===== src/rtl/moore_pattern_detector.sv =====
// Moore serial pattern detector with a runtime pattern, optional overlap and a
// saturating hit counter; z and HitCount come straight from registers.
module moore_pattern_detector #(
    parameter int PAT_LEN = 3,
    parameter int OVERLAP = 1,
    parameter int CNT_W   = 8
) (
    input  logic               Clock,
    input  logic               Reset,
    input  logic               Enable,
    input  logic               w,
    input  logic [PAT_LEN-1:0] Pattern,
    input  logic               Clear,
    output logic               z,
    output logic [CNT_W-1:0]   HitCount
);
    localparam int FW = $clog2(PAT_LEN + 1);
    localparam logic [FW-1:0]    FULL    = FW'(PAT_LEN);
    localparam logic [CNT_W-1:0] CNT_MAX = {CNT_W{1'b1}};

    logic [PAT_LEN-1:0] hist_q, hist_d, hist_n;
    logic [FW-1:0]      fill_q, fill_d, fill_n;
    logic               z_q, z_d;
    logic [CNT_W-1:0]   cnt_q, cnt_d;
    logic               hit;

    always_ff @(posedge Clock) begin
        if (Reset) begin
            hist_q <= '0;
            fill_q <= '0;
            z_q    <= 1'b0;
            cnt_q  <= '0;
        end else begin
            hist_q <= hist_d;
            fill_q <= fill_d;
            z_q    <= z_d;
            cnt_q  <= cnt_d;
        end
    end

    always_comb begin
        hist_n = {hist_q[PAT_LEN-2:0], w};
        fill_n = (fill_q == FULL) ? fill_q : fill_q + FW'(1);
        hit    = Enable && (fill_n == FULL) && (hist_n == Pattern);
        hist_d = hist_q;
        fill_d = fill_q;
        z_d    = hit;
        if (Enable) begin
            hist_d = hist_n;
            // Non-overlap mode starts a fresh window after every match.
            fill_d = (hit && (OVERLAP == 0)) ? '0 : fill_n;
        end
        cnt_d = cnt_q;
        if (Clear)
            cnt_d = '0;
        else if (hit && (cnt_q != CNT_MAX))
            cnt_d = cnt_q + CNT_W'(1);
    end

    always_comb begin
        z        = z_q;
        HitCount = cnt_q;
    end
endmodule


===== config.mk =====
export PLATFORM = sky130hd
export DESIGN_NAME = moore_pattern_detector
export DESIGN_NICKNAME = d
export VERILOG_FILES = /design/src/rtl/moore_pattern_detector.sv
export SDC_FILE = /design/constraint.sdc
export NUM_CORES = 1
export LEC_CHECK = 0
export ABC_AREA = 1
export BUFFER_PORTS_ARGS = -buffer_cell sky130_fd_sc_hd__buf_4
export CAP_MARGIN = 40
export CORE_MARGIN = 2
export CORE_UTILIZATION = 40
export CTS_CLUSTER_DIAMETER = 60
export DETAILED_ROUTE_END_ITERATION = 16
export PLACE_DENSITY_LB_ADDON = 0.25
export SETUP_SLACK_MARGIN = 0.05
export SYNTH_ARGS = -nofsm -noshare
export SYNTH_HDL_FRONTEND = slang
export SYNTH_SLANG_ARGS = --single-unit

===== constraint.sdc =====
create_clock -name Clock -period 1.62 [get_ports Clock]
set_input_delay 0.081 -clock Clock [delete_from_list [all_inputs] [get_ports Clock]]
set_output_delay 0.081 -clock Clock [all_outputs]
set_load 0.005 [all_outputs]

==> impl_metrics.csv, run 1 <==
group,metric,value,unit
sta,finalHoldViolCount,0,
finish,antenna_cells,0,
grt,antenna_found_initial,0,
grt,grt_max_degree,9,
finish,multi_input_comb_area,417,sq um
setup_path,worstPathArrival,1.58,ns
power_and_ir_drop,cellPowerDensity,637,mW/mm^2
clock_network,root_buffer,"clkbuf_4",
synthesis,yosysSeqAreaShare,0.350,
routing,top_layer_used,"met4",
hold_path,hold_class,"input pin to register",
sta,hold_ws,0.0194,ns
setup_path,timing.rr.start,"HitCount[0]",
sta,tightest_slew,0.271,ns
clock_network,clock_path_buffers,2,
finish,final-seq-area,260,sq um
routing,drcViolationCount,0,
finish,area_growth,26.2,%
grt,grt_overflow_total,0,
setup_path,startpoint_type,"register",
synthesis,synth_cells,119,
synthesis,synth_fp_nets,128,
synthesis,netlist_top_cells_area,"dfxtp_1, nand2_1, inv_1, nor2_1, a21oi_1",
routing,wl_met2,699,um
sta,rsz0062_at_grt,"no",
finish,final_common_cell,"nand2_1",
sta,fmax,709,MHz
grt,grt_use_total,0.159,
clock_network,cts_buffers,3,
die,die_x,47.1,um
place,dp_hpwl,1.17,mm
setup_path,r2r_slack,0.21,ns
setup_path,endpoint_kind,"register",
routing,initialDrtViolationCount,12,
sta,fin_crit_sh,0.870,
setup_path,crit_chain,"ha_1 > nand2_1 > inv_1 > nand4_1 > nand3_1 > a21oi_1",
grt,grt_pass1_wl,2.39,mm
setup_path,crit_type,"register to register",
setup_path,cpPeakStageDelay,0.40,ns
synthesis,synth_warnings,0,
sta,post-route-min-period,1.41,ns
routing,vias,785,
clock_network,clock_latency,0.28,ns
sta,setup_viol,0,
synthesis,yosysTopAreaCell,"dfxtp_1",
synthesis,synth_top_area_share,0.350,
power_and_ir_drop,ir_drop,0.000311,V
finish,utilization,0.538,
sta,fin_ws,0.210,ns
clock_network,htree_levels,1,
finish,layout.nets,151,
job,maxCapViolCount,0,
setup_path,cp_max_fo,7,
finish,nFillCells,193,
die,fp.coreArea,0.00175,sq mm
status,status,"finished clean",
clock_network,ctsResizeCount,0,
routing,wl_met1,673,um
synthesis,synth.avg_cell_area,6.26,sq um
hold_path,hold_start,"Enable",
setup_path,crit_slowest_cell,"dfxtp_1",
die,rows,15,
sta,relSlewSlack,0.819,
sta,slew_viol_final,0,
setup_path,cp.required,1.79,ns
routing,route.met3.wl,60,um
place,portBuffers,16,
clock_network,cts_tree,"built",
clock_network,clk_pin_slew,0.08,ns
die,initial_utilization,0.427,
die,io_pins,17,
grt,grt_pass1_vias,600,
synthesis,syn_area,744,sq um
routing,drt_wl_total,1.48,mm
setup_path,crit_start,"HitCount[0]",
place,dp_slack,0.230,ns
routing,dr.pass1.iters,4,
routing,vias_per_cell,4.73,
sta,final.setup.tns,0,ns
sta,worst_clock_skew,0.00271,ns
power_and_ir_drop,static-leakage-power,0.404,nW
routing,ant_nets,0,
finish,final_cell_mix,"nand2_1, inv_1, buf_4, nor2_1, dfxtp_1",
synthesis,yosys_register_bits,13,
place,place.gp.congestion,0.824,
die,dieArea,0.00222,sq mm
finish,drive_above_1_share,0.199,
synthesis,synth_cell_types,18,
clock_network,clkSinkCount,13,
die,dieHeight,47.1,um
routing,wire_per_inst,8.91,um
-- layout make-up --
type / instances / share of cell area
multi-input cells: 88 / 0.443
flip-flops and latches: 13 / 0.277
repair buffers: 18 / 0.146
inverters: 18 / 0.0719
well taps: 25 / 0.0333
clock buffers: 4 / 0.0280
-- metal layers --
metal  up-vias  global-route usage
li1        418                   -
met1       347               0.184
met2        15               0.249
met3         5              0.0500
met4         0               0.111
met5         -                   0
-- power by group --
group          internal [mW]  leakage, nW  switching [mW]  total (mW)
Clock                 0.0957       0.0150           0.112       0.208
Sequential             0.327        0.106         0.00485       0.332
Combinational         0.0258        0.284          0.0335      0.0593
Total                  0.448        0.404           0.151       0.599
-- critical path, delay by kind of cell, from the launching register on --
| kind | cells | cell delay [ns] |
|---|---|---|
| buf+inv | 1 | 0.10 |
| flops | 1 | 0.40 |
| compound gates | 1 | 0.07 |
| simple gates | 3 | 0.52 |
| fa+ha+maj | 1 | 0.20 |
-- cells by family after synthesis --
logic type,Yosys count,share of synthesized area
and+or+nand+nor,68,0.398
AOI/OAI and AO/OA,18,0.133
buffers and inverters,18,0.0907
DFF,13,0.350
xor gates and xnor gates,1,0.0118
adders and majority gates,1,0.0168
-- final timing paths --
path / end / depth (start not counted)
worst min-delay path: hist_q[1] / 2
worst max register to register: HitCount[3] / 6
worst max-delay path: HitCount[3] / 6
worst min register to register: fill_q[1] / 2
-- stage by stage --
stage | power [mW] | area [sq um] | std cells
6_report | 0.599 | 940 | 166
5_1_grt | 0.631 | 940 | 166
4_1_cts | 0.607 | 940 | 166
3_5_place_dp | 0.397 | 903 | 161
3_3_place_gp | 0.396 | 903 | 161
2_1_floorplan | 0.372 | 744 | 119
-- synthesized netlist by cell type (all sizes together) --
| master | count |
|---|---|
| nand4 | 1 |
| nand2 | 40 |
| dfxtp | 13 |
| ha | 1 |
| inv | 18 |
| nand3 | 10 |
| a21oi | 11 |
| xor2 | 1 |
| nor2 | 16 |
| nand3b | 1 |
| a31oi | 1 |
| o21ai | 6 |
-- state kept, by name, indices dropped and copies added (netlist names) --
| signal | cells |
|---|---|
| fill_q | 2 |
| HitCount | 8 |
| hist_q | 2 |
| z | 1 |
-- timing repair --
item | in CTS | in global routing
buffers inserted | 0 | 0
hold endpoints to repair | 2 | 0
hold buffers | 1 | 0
Note: power is estimated with default switching activity, not from simulation.
==> run 2: changes to the inputs <==
Settings changed: BUFFER_PORTS_ARGS -buffer_cell sky130_fd_sc_hd__buf_4 to default, DONT_BUFFER_PORTS from default to 1.
==> impl_metrics.csv, run 2 (synthesized netlist as in run 1, its figures left out) <==
group,metric,value,unit
die,fp.coreArea,0.00175,sq mm
clock_network,cts_buffers,3,
grt,grt_overflow_total,0,
finish,drive_above_1_share,0.108,
die,dieArea,0.00222,sq mm
sta,fmax,686,MHz
power_and_ir_drop,cellPowerDensity,686,mW/mm^2
grt,grt_max_degree,8,
sta,post-route-min-period,1.46,ns
finish,antenna_cells,0,
clock_network,cts_setup_buffers,0,
finish,final_cell_mix,"nand2_1, inv_1, nor2_1, dfxtp_1, a21oi_1",
clock_network,htree_levels,1,
routing,ant_nets,0,
setup_path,crit_start,"HitCount[0]",
finish,utilization,0.497,
grt,grt_pass1_vias,636,
finish,nFillCells,193,
finish,area_growth,16.6,%
sta,slew_viol_final,0,
routing,wire_per_inst,10.2,um
hold_path,hold_class,"input pin to register",
place,dp_hpwl,1.17,mm
setup_path,r2r-end,"HitCount[5]",
finish,final_common_cell,"nand2_1",
place,portBuffers,0,
grt,antenna_found_initial,0,
setup_path,reg2reg_depth,6,
setup_path,worstPathArrival,1.62,ns
hold_path,whs_endpoint,"hist_q[0]",
setup_path,cp_max_fo,7,
die,rows,15,
setup_path,cp.required,1.78,ns
setup_path,crit_type,"register to register",
job,maxCapViolCount,0,
sta,finalHoldViolCount,0,
grt,grt_pass1_wl,2.59,mm
clock_network,cts_tree,"built",
die,dieHeight,47.1,um
clock_network,clkSinkCount,13,
finish,final-seq-area,262,sq um
routing,initialDrtViolationCount,14,
sta,hold_ws,0.0116,ns
status,status,"finished clean",
power_and_ir_drop,p_total,0.596,mW
routing,vias,741,
clock_network,clock_latency,0.29,ns
power_and_ir_drop,static-leakage-power,0.346,nW
sta,final.setup.tns,0,ns
setup_path,r2r_slack,0.16,ns
finish,layout.nets,140,
sta,fin_crit_sh,0.900,
routing,vias_per_cell,4.78,
sta,rsz0062_at_grt,"no",
setup_path,startpoint_type,"register",
sta,worst_clock_skew,0.0135,ns
place,place.gp.congestion,0.838,
sta,tightest_slew,0.291,ns
setup_path,endpoint_kind,"register",
sta,relSlewSlack,0.805,
grt,grt_use_total,0.170,
routing,dr.pass1.iters,4,
finish,largest_reg_flops,8,
die,io_pins,17,
routing,drcViolationCount,0,
hold_path,hold_start,"Enable",
clock_network,clk_pin_slew,0.09,ns
die,initial_utilization,0.427,
die,die_x,47.1,um
routing,drt_wl_total,1.58,mm
hold_path,holdPathStages,2,
sta,setup_viol,0,
clock_network,root_buffer,"clkbuf_4",
finish,multi_input_comb_area,417,sq um
clock_network,clock_path_buffers,2,
setup_path,timing.rr.start,"HitCount[0]",
power_and_ir_drop,ir_drop,0.000532,V
## run 2: where the power goes
part / total [mW] / switching [mW] / internal (mW)
Clock: 0.213 / 0.117 / 0.0957
Sequential: 0.332 / 0.00512 / 0.327
Combinational: 0.0512 / 0.0296 / 0.0217
## run 2: worst max-delay path by stage
stage / to / cells after the start
CTS: HitCount[5] / 6
detailed placement: HitCount[3] / 6
global placement: HitCount[3] / 6
floorplan: HitCount[0] / 6
global route: HitCount[7] / 6
finish: HitCount[5] / 6
## run 2: per-layer routing
| metal | vias up | share of wire | track usage |
|---|---|---|---|
| li1 | 396 | - | - |
| met1 | 319 | 0.44 | 0.208 |
| met2 | 21 | 0.47 | 0.263 |
| met3 | 5 | 0.063 | 0.0615 |
| met4 | 0 | 0.022 | 0.0833 |
| met5 | - | 0 | 0 |
## run 2: layout make-up
| class | instances | share of cell area |
|---|---|---|
| clock buffers | 4 | 0.0303 |
| repair buffers | 7 | 0.0749 |
| inverters | 18 | 0.0778 |
| well taps | 25 | 0.0360 |
| flip-flops and latches | 13 | 0.301 |
| multi-input cells | 88 | 0.480 |
## run 2: worst max-delay path: stages, from the launching register on
cell,delay (ns)
dfxtp_2,0.39
ha_1,0.20
nand2_1,0.09
inv_1,0.11
nand4_1,0.27
nand3_1,0.19
a21oi_1,0.07
## run 2: through the flow
step           instance area, sq um  worst slack (ns)  std cells
6_report                        868             0.162        155
5_1_grt                         868            0.0431        155
4_1_cts                         867             0.156        155
3_5_place_dp                    791             0.181        146
3_3_place_gp                    791             0.220        146
2_1_floorplan                   744             0.388        119
## run 2: repair_timing
| action | 4_1_cts | 5_1_grt |
|---|---|---|
| resized for setup | 0 | 1 |
| hold buffers | 5 | 0 |
| endpoints found under the setup margin | 0 | 7 |
| endpoints found under the hold margin | 6 | 0 |
==> run 3: changes to the inputs <==
Settings changed: ABC_CLOCK_PERIOD_IN_PS from default to 1150, CORE_MARGIN 2 to default.
Clock period 1.62 ns to 1.15 ns, I/O delays scaled along.
==> impl_metrics.csv, run 3 (synthesized netlist as in run 1, its figures left out) <==
group,metric,value,unit
clock_network,htree_levels,1,
power_and_ir_drop,p_total,0.831,mW
setup_path,r2r-end,"HitCount[1]",
setup_path,cp.required,1.35,ns
finish,largest_reg_flops,8,
clock_network,clock_path_buffers,2,
grt,antenna_found_initial,0,
power_and_ir_drop,ir_drop,0.000795,V
setup_path,worstPathArrival,1.35,ns
hold_path,whs_endpoint,"fill_q[0]",
sta,post-route-min-period,1.15,ns
hold_path,holdPathStages,2,
grt,grt_max_degree,8,
finish,area_growth,45.4,%
routing,drt_wl_total,1.90,mm
die,rows,15,
finish,layout.nets,152,
setup_path,startpoint_type,"register",
finish,final_cell_mix,"nand2_1, inv_1, buf_4, nor2_1, nand2_2",
finish,multi_input_comb_area,522,sq um
setup_path,crit_type,"register to register",
clock_network,clk_pin_slew,0.08,ns
routing,wire_per_inst,11.4,um
clock_network,cts_buffers,3,
routing,vias,834,
finish,antenna_cells,0,
setup_path,r2r_slack,-0.001,ns
clock_network,root_buffer,"clkbuf_4",
die,die_x,45.1,um
finish,nFillCells,164,
power_and_ir_drop,cellPowerDensity,768,mW/mm^2
finish,final-seq-area,275,sq um
setup_path,reg2reg_depth,7,
clock_network,clkSinkCount,13,
grt,grt_use_total,0.208,
sta,setup_viol,1,
setup_path,cp_max_fo,7,
power_and_ir_drop,static-leakage-power,0.427,nW
sta,rsz0062_at_grt,"yes",
finish,drive_above_1_share,0.394,
die,fp.coreArea,0.00173,sq mm
sta,fin_crit_sh,1.00,
place,portBuffers,0,
sta,fin_ws,-0.000971,ns
status,violations,"negative setup slack",
routing,initialDrtViolationCount,16,
routing,ant_nets,0,
clock_network,clock_latency,0.27,ns
sta,relSlewSlack,0.779,
sta,fmax,869,MHz
sta,slew_viol_final,0,
grt,grt_pass1_vias,718,
routing,dr.pass1.iters,4,
finish,utilization,0.627,
routing,drcViolationCount,0,
grt,grt_overflow_total,0,
setup_path,endpoint_kind,"register",
hold_path,hold_start,"Enable",
finish,final_common_cell,"nand2_1",
routing,vias_per_cell,4.99,
place,dp_hpwl,1.34,mm
place,place.gp.congestion,0.833,
die,initial_utilization,0.431,
die,dieHeight,45.1,um
job,maxCapViolCount,0,
grt,grt_pass1_wl,3.04,mm
sta,worst_clock_skew,0.000305,ns
die,io_pins,17,
setup_path,timing.rr.start,"HitCount[1]",
setup_path,crit_start,"HitCount[1]",
sta,tightest_slew,0.331,ns
status,status,"finished, violations left",
place,dpl.cell_count,156,
clock_network,cts_tree,"built",
sta,finalHoldViolCount,0,
die,dieArea,0.00204,sq mm
hold_path,hold_class,"input pin to register",
finish,fin_cells,167,
[run 3: final cells by class]
class | count | share of cell area
Tap cell | 25 | 0.0289
Multi-Input combinational cell | 88 | 0.482
Inverter | 18 | 0.0624
Sequential cell | 13 | 0.254
Clock buffer | 4 | 0.0243
Timing Repair Buffer | 19 | 0.148
[run 3: timing repair]
item,in CTS,in global routing
pin swaps,14,12
buffers inserted,2,1
hold buffers,4,0
gates resized for setup,22,10
cloned,0,0
endpoints found under the hold margin,6,0
endpoints found under the setup margin,8,8
[run 3: how the worst max path moves through the flow]
stage | cells past startpoint | end
6_report | 7 | HitCount[1]
3_3_place_gp | 6 | HitCount[4]
4_1_cts | 7 | HitCount[4]
3_5_place_dp | 6 | HitCount[4]
2_1_floorplan | 6 | HitCount[4]
5_1_grt | 7 | HitCount[3]
[run 3: routing by layer]
layer	track usage	wire [um]	vias up
li1	-	-	423
met1	0.264	843	385
met2	0.322	918	20
met3	0.0560	85	6
met4	0.109	53	0
met5	0	0	-
[run 3: where the power goes]
part	internal (mW)	total, mW	switching, mW
Clock	0.134	0.278	0.144
Sequential	0.457	0.464	0.00757
Combinational	0.0343	0.0888	0.0545
Total	0.625	0.831	0.206
[run 3: critical path, stage by stage (launching register included)]
cell and delay [ns]:
dfxtp_4 0.36, ha_4 0.16, nand2_4 0.07, inv_2 0.04, nand4_1 0.08, buf_6 0.14, nand3_1 0.09, a21oi_2 0.13
[run 3: metrics by stage]
step	worst slack, ns	area, sq um	TNS (ns)	hold WS, ns
5_1_grt	-0.0787	1080	-0.578	0.0169
3_5_place_dp	-0.0769	890	-0.452	0.130
6_report	-0.000971	1080	-0.000971	0.0145
2_1_floorplan	0.0342	768	0	0.127
3_3_place_gp	-0.0561	890	-0.317	0.128
4_1_cts	0.00104	1050	0	0.00325
